[src/rtl/blood_class_arbiter.sv]
// ============================================================================
// Module   : blood_class_arbiter
// Purpose  : Round-robin shared blood-type classifier with a valid/ready
//            response channel. Optional saturating statistics are built
//            when BLOOD_STATS_EN is defined; otherwise the counters read 0.
// Revision : 1.0 - initial release
// ============================================================================
`default_nettype none

module blood_class_arbiter #(
  parameter int NUM_REQ = 4,
  parameter int CNT_W   = 8
) (
  input  logic                       clk,
  input  logic                       rst_n,
  input  logic [NUM_REQ-1:0]         req,
  input  logic [3*NUM_REQ-1:0]       blood_type_bus,
  output logic [NUM_REQ-1:0]         grant,
  output logic                       rsp_valid,
  input  logic                       rsp_ready,
  output logic [$clog2(NUM_REQ)-1:0] rsp_id,
  output logic                       rsp_class,
  output logic                       busy,
  output logic [CNT_W-1:0]           accept_count,
  output logic [CNT_W-1:0]           reject_count
);

  localparam int ID_W = $clog2(NUM_REQ);

  typedef enum logic [1:0] {
    IDLE = 2'd0,
    EVAL = 2'd1,
    RESP = 2'd2
  } state_t;

  state_t              state_q, state_d;
  logic [ID_W-1:0]     rr_ptr_q, rr_ptr_d;
  logic [ID_W-1:0]     idx_q, idx_d;
  logic [2:0]          type_q, type_d;
  logic [NUM_REQ-1:0]  grant_q, grant_d;
  logic                rsp_valid_q, rsp_valid_d;
  logic [ID_W-1:0]     rsp_id_q, rsp_id_d;
  logic                rsp_class_q, rsp_class_d;

  logic                pick_found;
  logic [ID_W-1:0]     pick_idx;

  function automatic logic classify(input logic [2:0] t);
    case (t)
      3'b000, 3'b001, 3'b101: classify = 1'b1;
      default:                classify = 1'b0;
    endcase
  endfunction

  // First active requester at or above rr_ptr, wrapping at NUM_REQ-1.
  always_comb begin : p_pick
    int pos;
    pick_found = 1'b0;
    pick_idx   = '0;
    pos        = 0;
    for (int k = 0; k < NUM_REQ; k++) begin
      pos = int'(rr_ptr_q) + k;
      if (pos >= NUM_REQ) pos = pos - NUM_REQ;
      if (!pick_found && req[pos]) begin
        pick_found = 1'b1;
        pick_idx   = ID_W'(pos);
      end
    end
  end

  always_comb begin : p_fsm
    state_d     = state_q;
    rr_ptr_d    = rr_ptr_q;
    idx_d       = idx_q;
    type_d      = type_q;
    grant_d     = '0;
    rsp_valid_d = rsp_valid_q;
    rsp_id_d    = rsp_id_q;
    rsp_class_d = rsp_class_q;
    case (state_q)
      IDLE: begin
        if (pick_found) begin
          grant_d = NUM_REQ'(1) << pick_idx;
          idx_d   = pick_idx;
          type_d  = blood_type_bus[3*int'(pick_idx) +: 3];
          state_d = EVAL;
        end
      end
      EVAL: begin
        rsp_class_d = classify(type_q);
        rsp_id_d    = idx_q;
        rsp_valid_d = 1'b1;
        state_d     = RESP;
      end
      RESP: begin
        if (rsp_ready) begin
          rsp_valid_d = 1'b0;
          rr_ptr_d    = (rsp_id_q == ID_W'(NUM_REQ - 1)) ? '0 : rsp_id_q + ID_W'(1);
          state_d     = IDLE;
        end
      end
      default: state_d = IDLE;
    endcase
  end

  always_ff @(posedge clk or negedge rst_n) begin
    if (!rst_n) begin
      state_q     <= IDLE;
      rr_ptr_q    <= '0;
      idx_q       <= '0;
      type_q      <= '0;
      grant_q     <= '0;
      rsp_valid_q <= 1'b0;
      rsp_id_q    <= '0;
      rsp_class_q <= 1'b0;
    end else begin
      state_q     <= state_d;
      rr_ptr_q    <= rr_ptr_d;
      idx_q       <= idx_d;
      type_q      <= type_d;
      grant_q     <= grant_d;
      rsp_valid_q <= rsp_valid_d;
      rsp_id_q    <= rsp_id_d;
      rsp_class_q <= rsp_class_d;
    end
  end

  assign grant     = grant_q;
  assign rsp_valid = rsp_valid_q;
  assign rsp_id    = rsp_id_q;
  assign rsp_class = rsp_class_q;
  assign busy      = (state_q != IDLE);

`ifdef BLOOD_STATS_EN
  logic             rsp_done;
  logic [CNT_W-1:0] accept_count_q, accept_count_d;
  logic [CNT_W-1:0] reject_count_q, reject_count_d;

  assign rsp_done = (state_q == RESP) && rsp_valid_q && rsp_ready;

  // Counters stick at all-ones rather than wrapping.
  always_comb begin
    accept_count_d = accept_count_q;
    reject_count_d = reject_count_q;
    if (rsp_done) begin
      if (rsp_class_q) begin
        if (accept_count_q != '1) accept_count_d = accept_count_q + CNT_W'(1);
      end else begin
        if (reject_count_q != '1) reject_count_d = reject_count_q + CNT_W'(1);
      end
    end
  end

  always_ff @(posedge clk or negedge rst_n) begin
    if (!rst_n) begin
      accept_count_q <= '0;
      reject_count_q <= '0;
    end else begin
      accept_count_q <= accept_count_d;
      reject_count_q <= reject_count_d;
    end
  end

  assign accept_count = accept_count_q;
  assign reject_count = reject_count_q;
`else
  assign accept_count = {CNT_W{1'b0}};
  assign reject_count = {CNT_W{1'b0}};
`endif

endmodule

`default_nettype wire

[config.mk]
export PLATFORM = sky130hd
export DESIGN_NAME = blood_class_arbiter
export DESIGN_NICKNAME = d
export VERILOG_FILES = /design/src/rtl/blood_class_arbiter.sv
export SDC_FILE = /design/constraint.sdc
export NUM_CORES = 1
export LEC_CHECK = 0
export ABC_AREA = 1
export CAP_MARGIN = 20
export CORE_MARGIN = 2
export CORE_UTILIZATION = 40
export DETAILED_ROUTE_END_ITERATION = 7
export PLACE_DENSITY = 0.73
export SYNTH_ARGS = -nofsm -noshare
export SYNTH_HDL_FRONTEND = slang
export SYNTH_SLANG_ARGS = --single-unit
[constraint.sdc]
create_clock -name clk -period 3.9 [get_ports clk]
set_input_delay 0.39 -clock clk [delete_from_list [all_inputs] [get_ports clk]]
set_output_delay 0.39 -clock clk [all_outputs]
set_load 0.02 [all_outputs]
==> results of run 1 <==
-- cell type report --
cell class                 instances  area [um2]  area share
clock buffer                       3        22.5      0.0156
inverter                          17        63.8      0.0442
multi-input combinational        132         618       0.428
clock inverter                     1        5.00     0.00347
tap                               31        38.8      0.0269
timing repair buffer              27         270       0.187
sequential                        17         425       0.295
-- registers in the layout (all words and copies together) (netlist names) --
name and count:
type_q 3, rsp_valid 1, grant 4, state_q 2, rr_ptr_q 2, rsp_class 1, idx_q 2, rsp_id 2
-- cells by family (layout without fill, tap and decap cells) --
logic type      Yosys count  in the layout  share of synthesized area
buf+inv                  35             48                      0.170
compound gates            9              9                     0.0515
fa+ha+maj                 1              1                     0.0105
flops                    17             17                      0.358
other cells               1             16                    0.00315
simple gates            106            106                      0.407
-- power by group --
group          total, mW  leakage [nW]  switching (mW)  internal (mW)
sequential         0.318         0.214          0.0610          0.257
combinational      0.753         0.531           0.482          0.271
clock             0.0925        0.0177          0.0544         0.0382
total               1.16         0.762           0.598          0.566
-- worst register-to-register path, delay by kind of cell (launching register included) --
kind          cells  cell delay, ps
simple gates     12            1080
buf+inv           1             190
flops             1             570
-- per-layer routing --
metal  part of all wire  vias to the layer above
li1                   -                      556
met1               0.45                      461
met2               0.49                       26
met3              0.044                        4
met4              0.014                        0
met5                  0                        -
-- stage by stage --
| stage | utilization | cells | worst slack, ps | hold slack, ps |
|---|---|---|---|---|
| 2_1_floorplan | - | 184 | 2360 | 94.4 |
| 3_3_place_gp | 0.509 | 224 | 1890 | 445 |
| 3_5_place_dp | 0.509 | 224 | 1830 | 483 |
| 4_1_cts | 0.519 | 228 | 1880 | 497 |
| 5_1_grt | 0.519 | 228 | 1680 | 520 |
| 6_report | 0.519 | 228 | 1890 | 497 |
-- Yosys cell counts --
library cell | number | area share
nand2_2 | 10 | 0.053
buf_6 | 1 | 0.0095
ha_1 | 1 | 0.011
a21oi_1 | 1 | 0.0042
nand2_1 | 63 | 0.20
conb_1 | 1 | 0.0032
dfrtp_1 | 17 | 0.36
o21ai_1 | 1 | 0.0042
nor3_1 | 2 | 0.0084
nand3_1 | 17 | 0.072
nor2_1 | 8 | 0.025
nand2_4 | 1 | 0.0095
o21ai_0 | 4 | 0.017
nand4_1 | 2 | 0.011
nand4_2 | 2 | 0.021
o21ai_4 | 1 | 0.014
nor2_4 | 1 | 0.0095
buf_4 | 17 | 0.11
inv_2 | 5 | 0.016
inv_1 | 12 | 0.038
o31ai_1 | 2 | 0.013
-- how the worst min path moves through the flow --
stage	from	to	slack, ps	cells past startpoint
final	type_q[1]	rsp_class	500	1
after global routing	type_q[1]	rsp_class	520	1
after CTS	type_q[1]	rsp_class	500	1
after detailed placement	type_q[1]	rsp_class	480	1
after global placement	type_q[1]	rsp_class	440	1
after floorplan	rst_n	grant[0]	90	0
==> run_results.csv, run 1 <==
group,metric,value,unit
outcome,status,"finished clean",
clock_network,root_buffer,"clkbuf_4",
setup_path,required,3510,ps
placed_design,post_dp_cell_area,0.00142,mm2
timing,rsz0062_at_grt,"no",
setup_path,ff2ff_path_depth,13,
die,core,0.00278,mm2
placed_design,dpl.hpwl,1810,um
cells_and_area,fin_area,0.00144,mm2
timing,post-route-period-util,0.517,
grt,grt_use_met2,0.254,
setup_path,worst-path-max-fanout,4,
grt,grt_pass1_vias,920,
timing,skew,9.64,ps
die,die_w,58.5,um
setup_path,cp_slowest_cell,"clkdlybuf4s50_1",
cells_and_area,n_fill_cell,276,
route,dr.pass1.iters,4,
setup_path,rr_endpoint,"type_q[1]",
synth,ys_types,21,
cells_and_area,layout.nets,218,
timing,finalSetupViolations,0,
clock_network,cts_setup_buffers,0,
die,die-area,0.00343,mm2
placed_design,gp_congestion,0.834,
clock_network,cts_tree,"built",
clock_network,cts_hold_buf,0,
grt,grt_use_met3,0.0132,
setup_path,crit_chain,"nor2_1 -> inv_1 -> clkdlybuf4s50_1",
timing,tightest_slew,723,ps
grt,grt_use_total,0.137,
route,post_drt_wl_per_cell,9.71,um
setup_path,endpoint,"busy",
synth,yosys_warnings,0,
timing,slew_violations,0,
route,drt_iter0_markers,26,
setup_path,worst_setup_path_end_kind,"primary output",
setup_path,cp-startpoint,"state_q[1]",
pwr,p_leak,0.762,nW
grt,grt.busiest_layer,"met2",
clock_network,insertion_delay,290,ps
grt,grt_max_degree,18,
timing,setup_tns,0,ps
clock_network,htreeDepth,1,
synth,synth.ff_latch_count,17,
grt,use_met1,0.159,
timing,finalHoldViolCount,0,
route,vias_per_cell,4.59,
synth,syn_area,0.00119,mm2
synth,avgSynthCellArea,7.04,um2
die,start_util,0.428,
route,ant_nets,0,
clock_network,clk_pin_slew,100,ps
setup_path,cpLargestDelayFamily,"buffers and inverters",
synth,yosysSeqAreaShare,0.358,
run,cap_viol_max_count,0,
min_path,hold_path.class,"register to register",
pwr,max-vdd-ir-drop,437,uV
route,wirelength,2210,um
clock_network,numCtsBuffers,3,
setup_path,crit_buf_inv,2,
setup_path,worstSetupPathType,"register to primary output",
die,io_pins,44,
setup_path,worstPathArrival,1620,ps
timing,max_freq,496,MHz
cells_and_area,final_common_cell,"nand2_1",
route,vias,1047,
grt,grt.overflow.total,0,
timing,max_slew_margin,0.516,
pwr,power-per-cell-area,806,mW/mm2
clock_network,ctsResizeCount,0,
setup_path,reg2reg_slack,1950,ps
synth,netlist_instances,169,
timing,fin_crit,2010,ps
cells_and_area,antennaDiodeCount,0,
cells_and_area,area_growth,21.3,%
die,fp-row-count,19,
route,drcViolationCount,0,
clock_network,cts.path.max_buffers,2,
setup_path,cpPeakStageDelay,550,ps
setup_path,r2r_start,"rr_ptr_q[0]",
setup_path,crit_cells,3,
pwr,power.total,1.16,mW
placed_design,io_buffer_count,27,
clock_network,numClockSinks,17,
die,chipHeight,58.5,um
grt,grt_pass1_wl,3690,um
setup_path,start_kind,"register",
grt,antenna_found_initial,0,
cells_and_area,layout_common_cells,"nand2_1 (63), clkdlybuf4s50_1 (27), nand3_1 (17), dfrtp_1 (17), conb_1 (16)",
cells_and_area,drive_gt1_frac,0.122,
Note: power is estimated with default switching activity, not from simulation.
==> inputs of run 2 (changes only) <==
==> constraint.sdc (replaced) <==
create_clock -name clk -period 2 [get_ports clk]
set_input_delay 0.2 -clock clk [delete_from_list [all_inputs] [get_ports clk]]
set_output_delay 0.2 -clock clk [all_outputs]
set_load 0.02 [all_outputs]
==> run_results.csv, run 2 (synthesis results as in run 1) <==
group,metric,value,unit
outcome,status,"finished clean",
route,dr.pass1.iters,4,
route,drt_iter0_markers,29,
timing,finalSetupViolations,0,
timing,fin_crit,1820,ps
timing,post-route-period-util,0.911,
cells_and_area,layout.nets,221,
route,drcViolationCount,0,
placed_design,post_dp_cell_area,0.00144,mm2
die,chipHeight,58.5,um
placed_design,dpl.hpwl,1840,um
grt,grt.overflow.total,0,
setup_path,cpLargestDelayFamily,"buffers and inverters",
setup_path,cp_slowest_cell,"clkdlybuf4s50_1",
setup_path,r2r_start,"rr_ptr_q[0]",
clock_network,cts_tree,"built",
placed_design,gp_congestion,0.850,
timing,rsz0062_at_grt,"no",
clock_network,htreeDepth,1,
route,wirelength,2210,um
die,die-area,0.00343,mm2
cells_and_area,area_growth,23.1,%
cells_and_area,multiInputGateArea,618,um2
setup_path,cpPeakStageDelay,550,ps
clock_network,ctsResizeCount,0,
setup_path,worstSetupPathType,"register to primary output",
pwr,p_leak,0.774,nW
cells_and_area,utilization,0.527,
timing,slew_violations,0,
die,core,0.00278,mm2
setup_path,worst_setup_path_end_kind,"primary output",
pwr,power-per-cell-area,1580,mW/mm2
run,cap_viol_max_count,0,
cells_and_area,final_common_cell,"nand2_1",
timing,worst_slack,179,ps
clock_network,root_buffer,"clkbuf_4",
clock_network,numCtsBuffers,3,
cells_and_area,fin_area,0.00147,mm2
clock_network,cts.path.max_buffers,2,
grt,antenna_found_initial,0,
pwr,power.total,2.31,mW
setup_path,worst-path-max-fanout,4,
placed_design,post-place-ws,147,ps
grt,grt_pass1_vias,823,
timing,setup_tns,0,ps
clock_network,cts_hold_buf,0,
setup_path,worstPathArrival,1620,ps
route,ant_nets,0,
timing,max_freq,549,MHz
cells_and_area,drive_gt1_frac,0.130,
setup_path,start_kind,"register",
pwr,max-vdd-ir-drop,1030,uV
min_path,hold_path.class,"primary input to async pin",
setup_path,crit_buf_inv,2,
route,vias_per_cell,4.58,
cells_and_area,largest_reg_flops,4,
timing,skew,3.89,ps
die,start_util,0.428,
cells_and_area,seq_area,425,um2
setup_path,cp-startpoint,"state_q[1]",
grt,grt_max_degree,18,
cells_and_area,final_cells,231,
die,die_w,58.5,um
timing,finalHoldViolCount,0,
placed_design,io_buffer_count,27,
route,post_drt_wl_per_cell,9.55,um
route,vias,1057,
cells_and_area,antennaDiodeCount,0,
grt,grt_pass1_wl,3500,um
cells_and_area,n_fill_cell,268,
placed_design,dp_cells,227,
clock_network,cts_setup_buffers,0,
setup_path,required,1800,ps
grt,grt_use_total,0.132,
clock_network,numClockSinks,17,
cells_and_area,layout_common_cells,"nand2_1 (63), clkdlybuf4s50_1 (27), nand3_1 (17), dfrtp_1 (17), conb_1 (16)",
die,fp-row-count,19,
setup_path,crit_chain,"nor2_1 -> inv_1 -> clkdlybuf4s50_1",
timing,fin_hold_ws,216,ps
clock_network,insertion_delay,290,ps
die,io_pins,44,
clock_network,clk_pin_slew,90,ps
-- run 2: cell count changes in the layout (fill, tap and decap cells not counted) --
cell,previous run,this run
buf_4,0,3
clkbuf_1,0,1
clkinv_2,1,0
-- run 2: final cells by class --
cell class / count / share of cell area
Clock buffer: 4 / 0.0179
Inverter: 17 / 0.0436
Multi-Input combinational cell: 132 / 0.422
Sequential cell: 17 / 0.290
Tap cell: 31 / 0.0265
Timing Repair Buffer: 30 / 0.200
-- run 2: final timing paths --
path / to / slack [ps] / cells after the start
worst max-delay path: busy / 180 / 3
worst min-delay path: rsp_id[0] / 220 / 2
worst max register to register: type_q[2] / 270 / 14
worst min register to register: rsp_class / 460 / 1
max in group asynchronous: rsp_class / 1600 / 2
min in group clk: rsp_class / 460 / 1
-- run 2: routing by layer --
| layer | share of wire | up-vias | wire length, um | global-route usage |
|---|---|---|---|---|
| li1 | - | 557 | - | - |
| met1 | 0.44 | 462 | 962 | 0.170 |
| met2 | 0.49 | 33 | 1090 | 0.220 |
| met3 | 0.052 | 5 | 115 | 0.0132 |
| met4 | 0.019 | 0 | 43 | 0.0698 |
| met5 | 0 | - | 0 | 0 |
-- run 2: where the power goes --
group | leakage (nW) | total (mW) | switching [mW] | internal, mW
registers | 0.214 | 0.597 | 0.0941 | 0.502
clock network | 0.0150 | 0.178 | 0.100 | 0.0776
logic | 0.545 | 1.53 | 0.973 | 0.561
-- run 2: worst reg2reg max path: cells and delay by family (launching register included) --
| kind | cells | cell delay [ps] |
|---|---|---|
| flops | 1 | 400 |
| buf+inv | 2 | 230 |
| simple gates | 12 | 990 |
